## config.mk

```make
export PLATFORM = sky130hd
export DESIGN_NAME = pipeline_ctrl
export DESIGN_NICKNAME = d
export VERILOG_FILES = /design/src/rtl/pipeline_ctrl_pkg.sv /design/src/rtl/pipeline_ctrl_hazard_detect.sv /design/src/rtl/pipeline_ctrl.sv
export SDC_FILE = /design/constraint.sdc
export NUM_CORES = 1
export LEC_CHECK = 0
export CAP_MARGIN = 5
export CORE_MARGIN = 3
export CORE_UTILIZATION = 45
export DETAILED_ROUTE_END_ITERATION = 6
export HOLD_SLACK_MARGIN = 0.12
export PLACE_DENSITY = 0.88
export REMOVE_ABC_BUFFERS = 1
export SLEW_MARGIN = 20
export SYNTH_ARGS = -nofsm -noshare
export SYNTH_HDL_FRONTEND = slang
export SYNTH_SLANG_ARGS = --single-unit
```

## constraint.sdc

```tcl
create_clock -name clk -period 2.45 [get_ports clk]
set_clock_uncertainty 0.15 [all_clocks]
set_input_delay 0.6125 -clock clk [delete_from_list [all_inputs] [get_ports clk]]
set_output_delay 0.6125 -clock clk [all_outputs]
set_load 0.02 [all_outputs]
```

## src/rtl/pipeline_ctrl_pkg.sv

```systemverilog
// rtl/pipeline_ctrl_pkg.sv - shared types and constants for the pipeline control block
package pipeline_ctrl_pkg;

    localparam int REG_W         = 4;
    localparam int SRAM_WAIT_DEF = 4;

    typedef enum logic [1:0] {
        ST_IDLE = 2'd0,
        ST_WAIT = 2'd1,
        ST_DONE = 2'd2
    } state_e;

endpackage

```

## src/rtl/pipeline_ctrl_hazard_detect.sv

```systemverilog
// rtl/pipeline_ctrl_hazard_detect.sv - combinational RAW hazard term, forwarding-aware
module pipeline_ctrl_hazard_detect
    import pipeline_ctrl_pkg::*;
(
    input  logic [REG_W-1:0] src1,
    input  logic [REG_W-1:0] src2,
    input  logic             two_src,
    input  logic [REG_W-1:0] exe_dest,
    input  logic             exe_wb_en,
    input  logic             exe_mem_r_en,
    input  logic [REG_W-1:0] mem_dest,
    input  logic             mem_wb_en,
    input  logic             fwd_en,
    output logic             hz
);

    logic exe_s1, exe_s2, mem_s1, mem_s2;

    always_comb begin
        exe_s1 = (exe_dest == src1);
        exe_s2 = two_src && (exe_dest == src2);
        mem_s1 = (mem_dest == src1);
        mem_s2 = two_src && (mem_dest == src2);
        hz     = 1'b0;
        // With forwarding only a load in EXE cannot be bypassed in time.
        if (fwd_en)
            hz = exe_mem_r_en && (exe_s1 || exe_s2);
        else
            hz = (exe_wb_en && (exe_s1 || exe_s2)) || (mem_wb_en && (mem_s1 || mem_s2));
    end

endmodule

```

## src/rtl/pipeline_ctrl.sv

```systemverilog
// rtl/pipeline_ctrl.sv - freeze/flush strobe generation with SRAM wait-state FSM
module pipeline_ctrl
    import pipeline_ctrl_pkg::*;
#(
    parameter int SRAM_WAIT   = SRAM_WAIT_DEF,
    parameter int STALL_CNT_W = 16
) (
    input  logic                   clk,
    input  logic                   rst,
    input  logic [REG_W-1:0]       src1,
    input  logic [REG_W-1:0]       src2,
    input  logic                   two_src,
    input  logic [REG_W-1:0]       exe_dest,
    input  logic                   exe_wb_en,
    input  logic                   exe_mem_r_en,
    input  logic [REG_W-1:0]       mem_dest,
    input  logic                   mem_wb_en,
    input  logic                   mem_access,
    input  logic                   fwd_en,
    input  logic                   branch_taken,
    output logic                   freeze_pc,
    output logic                   freeze_id,
    output logic                   bubble_id,
    output logic                   flush_if,
    output logic                   flush_id,
    output logic                   mem_stall,
    output logic [STALL_CNT_W-1:0] stall_cnt
);

    localparam logic [3:0] WAIT_LOAD = 4'(SRAM_WAIT - 1);

    state_e                 state_q;
    logic [3:0]             wcnt_q;
    logic [STALL_CNT_W-1:0] stall_cnt_q, stall_cnt_d;
    logic                   hz;

    pipeline_ctrl_hazard_detect u_hazard_detect (
        .src1         (src1),
        .src2         (src2),
        .two_src      (two_src),
        .exe_dest     (exe_dest),
        .exe_wb_en    (exe_wb_en),
        .exe_mem_r_en (exe_mem_r_en),
        .mem_dest     (mem_dest),
        .mem_wb_en    (mem_wb_en),
        .fwd_en       (fwd_en),
        .hz           (hz)
    );

    // The first stall cycle is the IDLE cycle that sees the access, so WAIT covers SRAM_WAIT-1.
    always_comb begin
        mem_stall = (state_q == ST_WAIT) || ((state_q == ST_IDLE) && mem_access);
        stall_cnt_d = stall_cnt_q;
        if (mem_stall && (stall_cnt_q != '1))
            stall_cnt_d = stall_cnt_q + {{(STALL_CNT_W-1){1'b0}}, 1'b1};
    end

    always_comb begin
        freeze_pc = 1'b0;
        freeze_id = 1'b0;
        bubble_id = 1'b0;
        flush_if  = 1'b0;
        flush_id  = 1'b0;
        if (mem_stall) begin
            freeze_pc = 1'b1;
            freeze_id = 1'b1;
        end else if (branch_taken) begin
            flush_if = 1'b1;
            flush_id = 1'b1;
        end else if (hz) begin
            freeze_pc = 1'b1;
            freeze_id = 1'b1;
            bubble_id = 1'b1;
        end
    end

    always_ff @(posedge clk) begin
        if (!rst) begin
            state_q     <= ST_IDLE;
            wcnt_q      <= 4'd0;
            stall_cnt_q <= '0;
        end else begin
            stall_cnt_q <= stall_cnt_d;
            case (state_q)
                ST_IDLE: begin
                    if (mem_access) begin
                        wcnt_q  <= WAIT_LOAD;
                        state_q <= (WAIT_LOAD == 4'd0) ? ST_DONE : ST_WAIT;
                    end
                end
                ST_WAIT: begin
                    wcnt_q <= wcnt_q - 4'd1;
                    if (wcnt_q == 4'd1)
                        state_q <= ST_DONE;
                end
                // An access still visible here belongs to the instruction now leaving MEM.
                ST_DONE: state_q <= ST_IDLE;
                default: state_q <= ST_IDLE;
            endcase
        end
    end

    assign stall_cnt = stall_cnt_q;

endmodule

```

# Yosys cells after proc, flatten, opt, wreduce, memory -nomap -nowiden

Index checks and enable logic that the tools add are counted.
W data, S select, Z words.

Word-level logic and storage cells: 41
Bits in registers: 22
Output and inout port bits: 22
Input bits: 25

Add/sub/neg operators: 2
Reduce and logical (&&, ||, !) cells: 15
Equality and inequality tests: 9
Muxes and demuxes: 12

Operators by type and width:

| operator                | number |
|---|---|
| $add A16 B1 Y16 const B | 1 |
| $eq A4 B4 Y1            | 4 |
| $ne A16 B16 Y1 const B  | 1 |
| $pmux W4 S2             | 1 |
| $logic_and A1 B1 Y1     | 7 |
| $mux W1                 | 7 |
| $eq A4 B1 Y1 const B    | 1 |
| $logic_or A1 B1 Y1      | 4 |
| $mux W2                 | 2 |
| $mux W4                 | 1 |
| $pmux W2 S2             | 1 |
| $reduce_and A2 Y1       | 2 |
| $sub A4 B1 Y4 const B   | 1 |
| $eq A2 B1 Y1 const B    | 1 |
| $logic_not A2 Y1        | 1 |
| $ne A2 B1 Y1 const B    | 1 |
| $ne A2 B2 Y1 const B    | 1 |
| $reduce_bool A2 Y1      | 1 |

# Longest topological paths before layout

Depth after elaboration: 9
Depth in mapped cells: 6
Depth with buffers taken out: 5

# Cells and area by module

From an unflattened synthesis, not the netlist that was laid out.

Cell total of the unflattened synthesis: 156
Area total of the unflattened synthesis: 1313.8 um2

Modules (own cells, without submodules):

| module                      | area each (um2) | cells an instance | seq. area each (um2) | times used |
|---|---|---|---|---|
| pipeline_ctrl               | 1103.6          | 131               | 440.4                | 1 |
| pipeline_ctrl_hazard_detect | 210.2           | 25                | 0.0                  | 1 |

# Worst setup path after synthesis

Ideal clock, no wire load.

Kind: in2out
From: input src1[3]
To: output freeze_pc
Arrival: 1552 ps
Cell stages on the path: 5
Data required time: 1688 ps
Slack: 136 ps
Path buffers: 1
Path through: xor2_1 > nor4_1 > a22oi_1 > nand3_1 > buf_4

Word-level cells in the longest chain between the ends: 8
Elaborated cells between the ends (all ways): 12
Classes of those cells: eq/ne (2); mux (4); reduce/logical (6)

RTL lines:

| item                                         | RTL line                                                             | RTL |
|---|---|---|
| from (decl)                                  | pipeline_ctrl.sv:10                                                  | `input logic [REG_W-1:0] src1,` |
| $eq A4 B4 Y1, on equally long branches       | pipeline_ctrl_hazard_detect.sv:20, pipeline_ctrl_hazard_detect.sv:22 |  |
| $logic_or A1 B1 Y1, on equally long branches | pipeline_ctrl_hazard_detect.sv:27, pipeline_ctrl_hazard_detect.sv:29 |  |
| $logic_and A1 B1 Y1                          | pipeline_ctrl_hazard_detect.sv:29                                    | `hz = (exe_wb_en && (exe_s1 \|\| exe_s2)) \|\| (mem_wb_en && (mem_s1 \|\| mem_s2));` |
| $logic_or A1 B1 Y1                           | pipeline_ctrl_hazard_detect.sv:29                                    |  |
| $mux W1 *                                    | pipeline_ctrl_hazard_detect.sv:26                                    | `if (fwd_en)` |
| $mux W1 * (3 in a row)                       | --                                                                   |  |
| to (decl)                                    | pipeline_ctrl.sv:21                                                  | `output logic freeze_pc,` |

Every way passes the cells marked *; elsewhere a longest branch is shown, timed or not.

# Worst setup path in the final report

From: input fwd_en
To: output freeze_pc

Word-level cells in the longest chain between the ends: 4

RTL lines:

| item        | RTL line                          | RTL |
|---|---|---|
| from (decl) | pipeline_ctrl.sv:19               | `input logic fwd_en,` |
| $mux W1     | pipeline_ctrl_hazard_detect.sv:26 |  |
| $mux W1     | pipeline_ctrl.sv:70               | `end else if (hz) begin` |
| $mux W1     | pipeline_ctrl.sv:67               | `end else if (branch_taken) begin` |
| $mux W1     | pipeline_ctrl.sv:64               | `if (mem_stall) begin` |

Every way passes these cells.

==> flow_summary_export.csv <==
group,metric,value,unit
yosys,synth_cell_types,39,
critical_path,path_max_fanout,2,
sta,tns,0,ps
global_route,grt_use_total,0.201,
sta,max_slew_margin,0.749,
critical_path,r2r_cells,7,
final_layout,final-seq-area,440,um2
yosys,ys_seq_area_frac,0.313,
final_layout,final_cell_count_no_fill,259,
detailed_routing,drt-met1-wl,1540,um
detailed_routing,routed-wl-met2,1970,um
place,dp.cells,253,
critical_path,rr_endpoint,"stall_cnt[7]",
final_layout,drive_gt1_frac,0.295,
clock_network,cts_max_level,1,
sta,fin_crit_sh,0.992,
floorplanning,rows,19,
floorplanning,ios,47,
critical_path,worst_setup_path_end_kind,"primary output",
critical_path,cp.required,1690,ps
critical_path,slowest_delay,300,ps
detailed_routing,viasPerCell,5.52,
global_route,grt_max_degree,21,
yosys,synth_flop_cell,"dfxtp_1",
floorplanning,die_area,3830,um2
yosys,synth_edf_count,0,
place,place_congestion,0.791,
critical_path,crit_cells,6,
detailed_routing,post_drt_wl_per_cell,14.5,um
status,status,"finished, final reports clean",
yosys,synth-seq-cells,22,
critical_path,path_cells,"buf_2 > mux2i_4 > nor4b_4 > a22oi_2 > nand3_2 > buf_6",
clock_network,cts.clk_slew.worst_paths,120,ps
yosys,async_flop_share,0,
critical_path,crit_start,"fwd_en",
critical_path,reg2reg_from,"state_q[0]",
yosys,syn_avg_cell_area,8.67,um2
global_route,gr-total-overflow,0,
detailed_routing,top_layer_used,"met4",
place,dp_slack,-810,ps
global_route,grt_pass1_wl,5780,um
place,port_buffers,46,
sta,hold_viol,0,
pwr,power.leakage,0.789,nW
critical_path,startpoint_type,"input port",
sta,fin_crit,2430,ps
yosys,synth_area,1410,um2
clock_network,numCtsBuffers,3,
final_layout,area_delta_synth_final,45.7,%
clock_network,cts_sinks,22,
critical_path,critPathTopFamily,"buffers and inverters",
detailed_routing,wl,3750,um
floorplanning,fp.dieH,61.9,um
detailed_routing,drt-pass1-iter-count,4,
critical_path,worstSetupPathType,"in2out",
clock_network,clk_latency,300,ps
sta,tightestPinTransition,376,ps
clock_network,cts_tree,"built",
yosys,yosys-top-cells-area,"dfxtp_1 (31%), xor2_1 (9.3%), mux2i_1 (7.1%), nand2_1 (4.8%), a21oi_1 (4.6%)",
floorplanning,start_util,0.488,
final_layout,nFillCells,222,
worst_hold_path,hold_path_class,"reg2reg",
detailed_routing,drt_iter0_drc,90,
detailed_routing,route.met3.wl,202,um
sta,setup_viol,0,
sta,hold-worst-slack,348,ps
sta,fmax,411,MHz
critical_path,path_buf_inv,2,
sta,drv_slew,0,
critical_path,crit_arrival,1670,ps
worst_hold_path,min_path_cells,2,
detailed_routing,drtAntennaViolNets,0,
final_layout,multi_input_area,1010,um2
final_layout,diodes,0,
clock_network,cts-root-buf,"clkbuf_4",
global_route,grt_pass1_vias,1307,
floorplanning,die_x,61.9,um
flow_run,max_cap_violations,0,
final_layout,num-nets-final,246,
yosys,yosysTopAreaCell,"dfxtp_1",
floorplanning,core_area,2880,um2
yosys,netlist_instances,162,
clock_network,clk_path_buf_depth,2,
pwr,vdd_drop_max,0.340,mV
critical_path,r2r_slack,480,ps
detailed_routing,drc,0,
sta,rsz0062_at_grt,"true",
critical_path,endpoint,"freeze_pc",
sta,layout_setup_ws,19.8,ps
yosys,yosys_warnings,0,
critical_path,crit_path_top_delay_cell,"mux2i_4",
place,dp_hpwl,2770,um
global_route,antenna_found_initial,0,
pwr,powerDensity,405,nW/um2
yosys,synth_top_area_frac,0.313,
detailed_routing,num_vias,1429,
## cells in the mapped netlist (2+ instances only)
cell / instances
clkbuf_1: 4
inv_1: 4
nand2_1: 18
nor3b_1: 2
nor2_1: 6
ha_1: 3
xor2_1: 15
nand4_1: 5
and4_1: 3
a22oi_1: 4
a211oi_1: 2
mux2i_1: 10
buf_4: 3
a21oi_1: 13
or4_1: 5
nor4_1: 4
nand3_1: 3
o31ai_1: 5
dfxtp_1: 22
mux2_2: 2
and2_1: 2
and3_1: 2
nor3_1: 3
nand2b_1: 7
## final cells by class
class	count	area share
clock buffer	4	0.0177
inverter	5	0.0116
multi-input combinational	127	0.494
sequential	22	0.215
tap	42	0.0257
timing repair buffer	59	0.236
## power breakdown
part | switching (mW) | total [mW] | internal, mW
Combinational | 0.126 | 0.245 | 0.119
Sequential | 0.0135 | 0.386 | 0.372
Clock | 0.107 | 0.198 | 0.0906
Total | 0.247 | 0.829 | 0.582
## metrics by stage
step            util  power, mW  instance area (um2)
2_1_floorplan      -      0.497                 1360
3_3_place_gp   0.679      0.611                 1950
3_5_place_dp   0.679      0.622                 1950
4_1_cts        0.697      0.819                 2000
5_1_grt        0.712      0.873                 2050
6_report       0.712      0.829                 2050
## worst min-delay path: stages (launching register included)
cell and delay (ps):
dfxtp_1 350, nand2_1 60, mux2i_1 60
## metal layers
metal	vias to the layer above	global-route usage
met2	40	0.345
li1	702	-
met4	0	0.0545
met1	683	0.241
met3	4	0.0620
met5	-	0
## sequential cells by signal (all words and copies together), names as in the netlist
| register | flops |
|---|---|
| wcnt_q | 4 |
| stall_cnt | 16 |
| state_q | 2 |
## kinds of logic after synthesis
group	count (synthesis)	synth area share
compound gates	30	0.147
xor+xnor	16	0.0997
fa+ha+maj	3	0.0267
buf+inv	13	0.0516
flops	22	0.313
mux	12	0.0873
simple gates	66	0.274
## layout by cell type, fill, tap and decap left out, drive strengths merged, types with 2 or more instances in the layout
master and n:
and2 2, mux2 2, nor3 4, clkbuf 15, inv 4, xor2 15
a21oi 13, a22oi 4, nand2b 7, o31ai 5, clkdlybuf4s15 4, or4 5
ha 3, nand4 5, and3 2, buf 24, clkdlybuf4s50 18, nor4 4
nor2 6, mux2i 10, dfxtp 22, and4 3, a211oi 2, nor3b 2
nand2 18, nand3 4
## worst min path at each step
stage | startpoint | to | slack, ps
finish | stall_cnt[5] | stall_cnt[5] | 350
global route | stall_cnt[5] | stall_cnt[5] | 370
CTS | stall_cnt[5] | stall_cnt[5] | 350
detailed placement | stall_cnt[5] | stall_cnt[5] | 330
global placement | stall_cnt[5] | stall_cnt[5] | 320
floorplan | wcnt_q[0] | wcnt_q[0] | 340
## timing repair
item / 4_1_cts / 5_1_grt
pin swaps: 16 / 17
setup buffers: 2 / 0
setup endpoints to repair: 6 / 3
endpoints found under the hold margin: 0 / 0
gates resized for setup: 77 / 41
hold buffers: 0 / 0
Note: power is estimated with default switching activity, not from simulation.
==> variant, RTL diff (config.mk and constraints unchanged) <==
Change the package constant `REG_W` from 4 to 6.
--- a/src/rtl/pipeline_ctrl_pkg.sv
+++ b/src/rtl/pipeline_ctrl_pkg.sv
@@ -1,7 +1,7 @@
 // rtl/pipeline_ctrl_pkg.sv - shared types and constants for the pipeline control block
 package pipeline_ctrl_pkg;
 
-    localparam int REG_W         = 4;
+    localparam int REG_W         = 6;
     localparam int SRAM_WAIT_DEF = 4;
 
     typedef enum logic [1:0] {
Interface: changed (resized exe_dest, mem_dest, src1 and src2); port bits go from 47 to 55. The function was not compared with the original's and may differ.
==> variant against the original RTL <==
The run now ends with negative setup slack left; critical path depth increased by 1; synthesized area up 1.8%; global-route usage down 1.9 points; fmax decreased by 9.3%; worst setup slack got worse by 250 ps; non-clock buffer count grew 9; clock power is essentially flat; first-iteration DRC count shrank 29%; design area up 4.1%; total power hardly changed; via count hardly changed; sequential cell count unchanged; routed wire length fell by 6.0%; critical endpoint is now bubble_id; largest cell class unchanged; highest routed layer unchanged.
==> variant: results (changes against the original RTL) <==
routability cong.=0.774 (-2.1%); worst ir drop on vdd=0.000217 V (-36%); Place WS=-1090 ps (-283 ps); met3 Usage GRT=0.0432 (-0.0188); Worst EP arrival=1920 ps (+250 ps); 1st-iter DRT viols=64 (-29%); largest net degree at the start of global routing=15 (-29%); final setup margin=-229 ps (-249 ps); crit path max-delay cell type=or4_1; final setup fails=3 (+3); GRT Total Usage=0.181 (-0.0194); DP Cell Count=271 (+7.1%); Fin Setup TNS=-652 ps (-652 ps); Power Dens Cells=389 mW/mm^2 (-3.9%); M1 WL=1470 um (-4.4%); vias per inst=5.17 (-6.2%); top area cells in the synthesized netlist=dfxtp_1, xnor2_1, nor2_1; status=finished with violations; violated checks=negative setup slack; CP Launch Point=mem_dest[1]; PostCTS Resize Cnt=58 (-25%); cell family with most CP delay=simple AND/OR/NAND/NOR gates; postcts setup bufs=1 (-1); share of cells above drive strength 1=0.179 (-0.115); r2r startpoint=stall_cnt[0]; met1 Use GR=0.220 (-0.0208); Largest register FFs=16 (unchanged); mux cell area share after synthesis=0.0149 (-0.0724); Compound-Gate Fraction of Synth Area=0.129 (-0.0174); delay of the slowest critical-path stage=510 ps (+210 ps); Post-synth top cells=xnor2_1, dfxtp_1, nor2_1; Clock Latency Late Sink=310 ps; DP HPWL=2860 um (+3.1%); Hold Crit Start=stall_cnt[1]; Synth Area in XOR/XNOR=0.214 (+0.115); vias in the first global route=1380 (+5.6%); drt wl/cell=12.8 um (-12%); Synth Area in Adders=0.0262 (-0.000467); dpl cell area=0.00208 sq mm (+6.8%); met2 Usage GRT=0.319 (-0.0267); first-pass GRT wire length=5910 um (+2.3%); switching pwr=0.229 mW (-7.1%); I/O Buffers=54 (+17%); met3 WL=233 um (+15%); Mean Syn Cell Area=8.56 sq um (-1.3%); Max-slew headroom=0.635 (-0.114); Detailed Route WL=3530 um (-6.0%); Unique masters post-synth=44 (+13%)
[variant: cell count changes in the layout (fill, tap and decap cells not counted), moves of 8 or more]
cell | unedited run | this run
nor2_1 | 5 | 19
mux2i_1 | 9 | 1
xnor2_1 | 1 | 32
dlymetal6s2s_1 | 1 | 10
clkbuf_2 | 11 | 2
clkdlybuf4s50_1 | 18 | 30
nand2_1 | 18 | 10
[variant: worst reg2reg max path, cell delays in order, from the launching register on]
cell     delay (ps)
dfxtp_1         410
ha_1            260
nand3_2         140
nor4_4          550
a21oi_2         180
nand3_1         150
mux2i_1         210
[variant: cell type report]
cell class,count,area (sq um)
fillers,231,769
well taps,42,52.6
multi-input cells,136,946
repair buffers,68,641
flip-flops and latches,22,440
inverters,4,15.0
clock buffers,4,36.3
[variant: worst paths after layout]
kind / cells past startpoint / slack, ps / endpoint
min reg2reg: 2 / 360 / stall_cnt[1]
max reg2reg: 6 / 330 / stall_cnt[8]
min: 2 / 360 / stall_cnt[1]
max: 7 / -230 / bubble_id
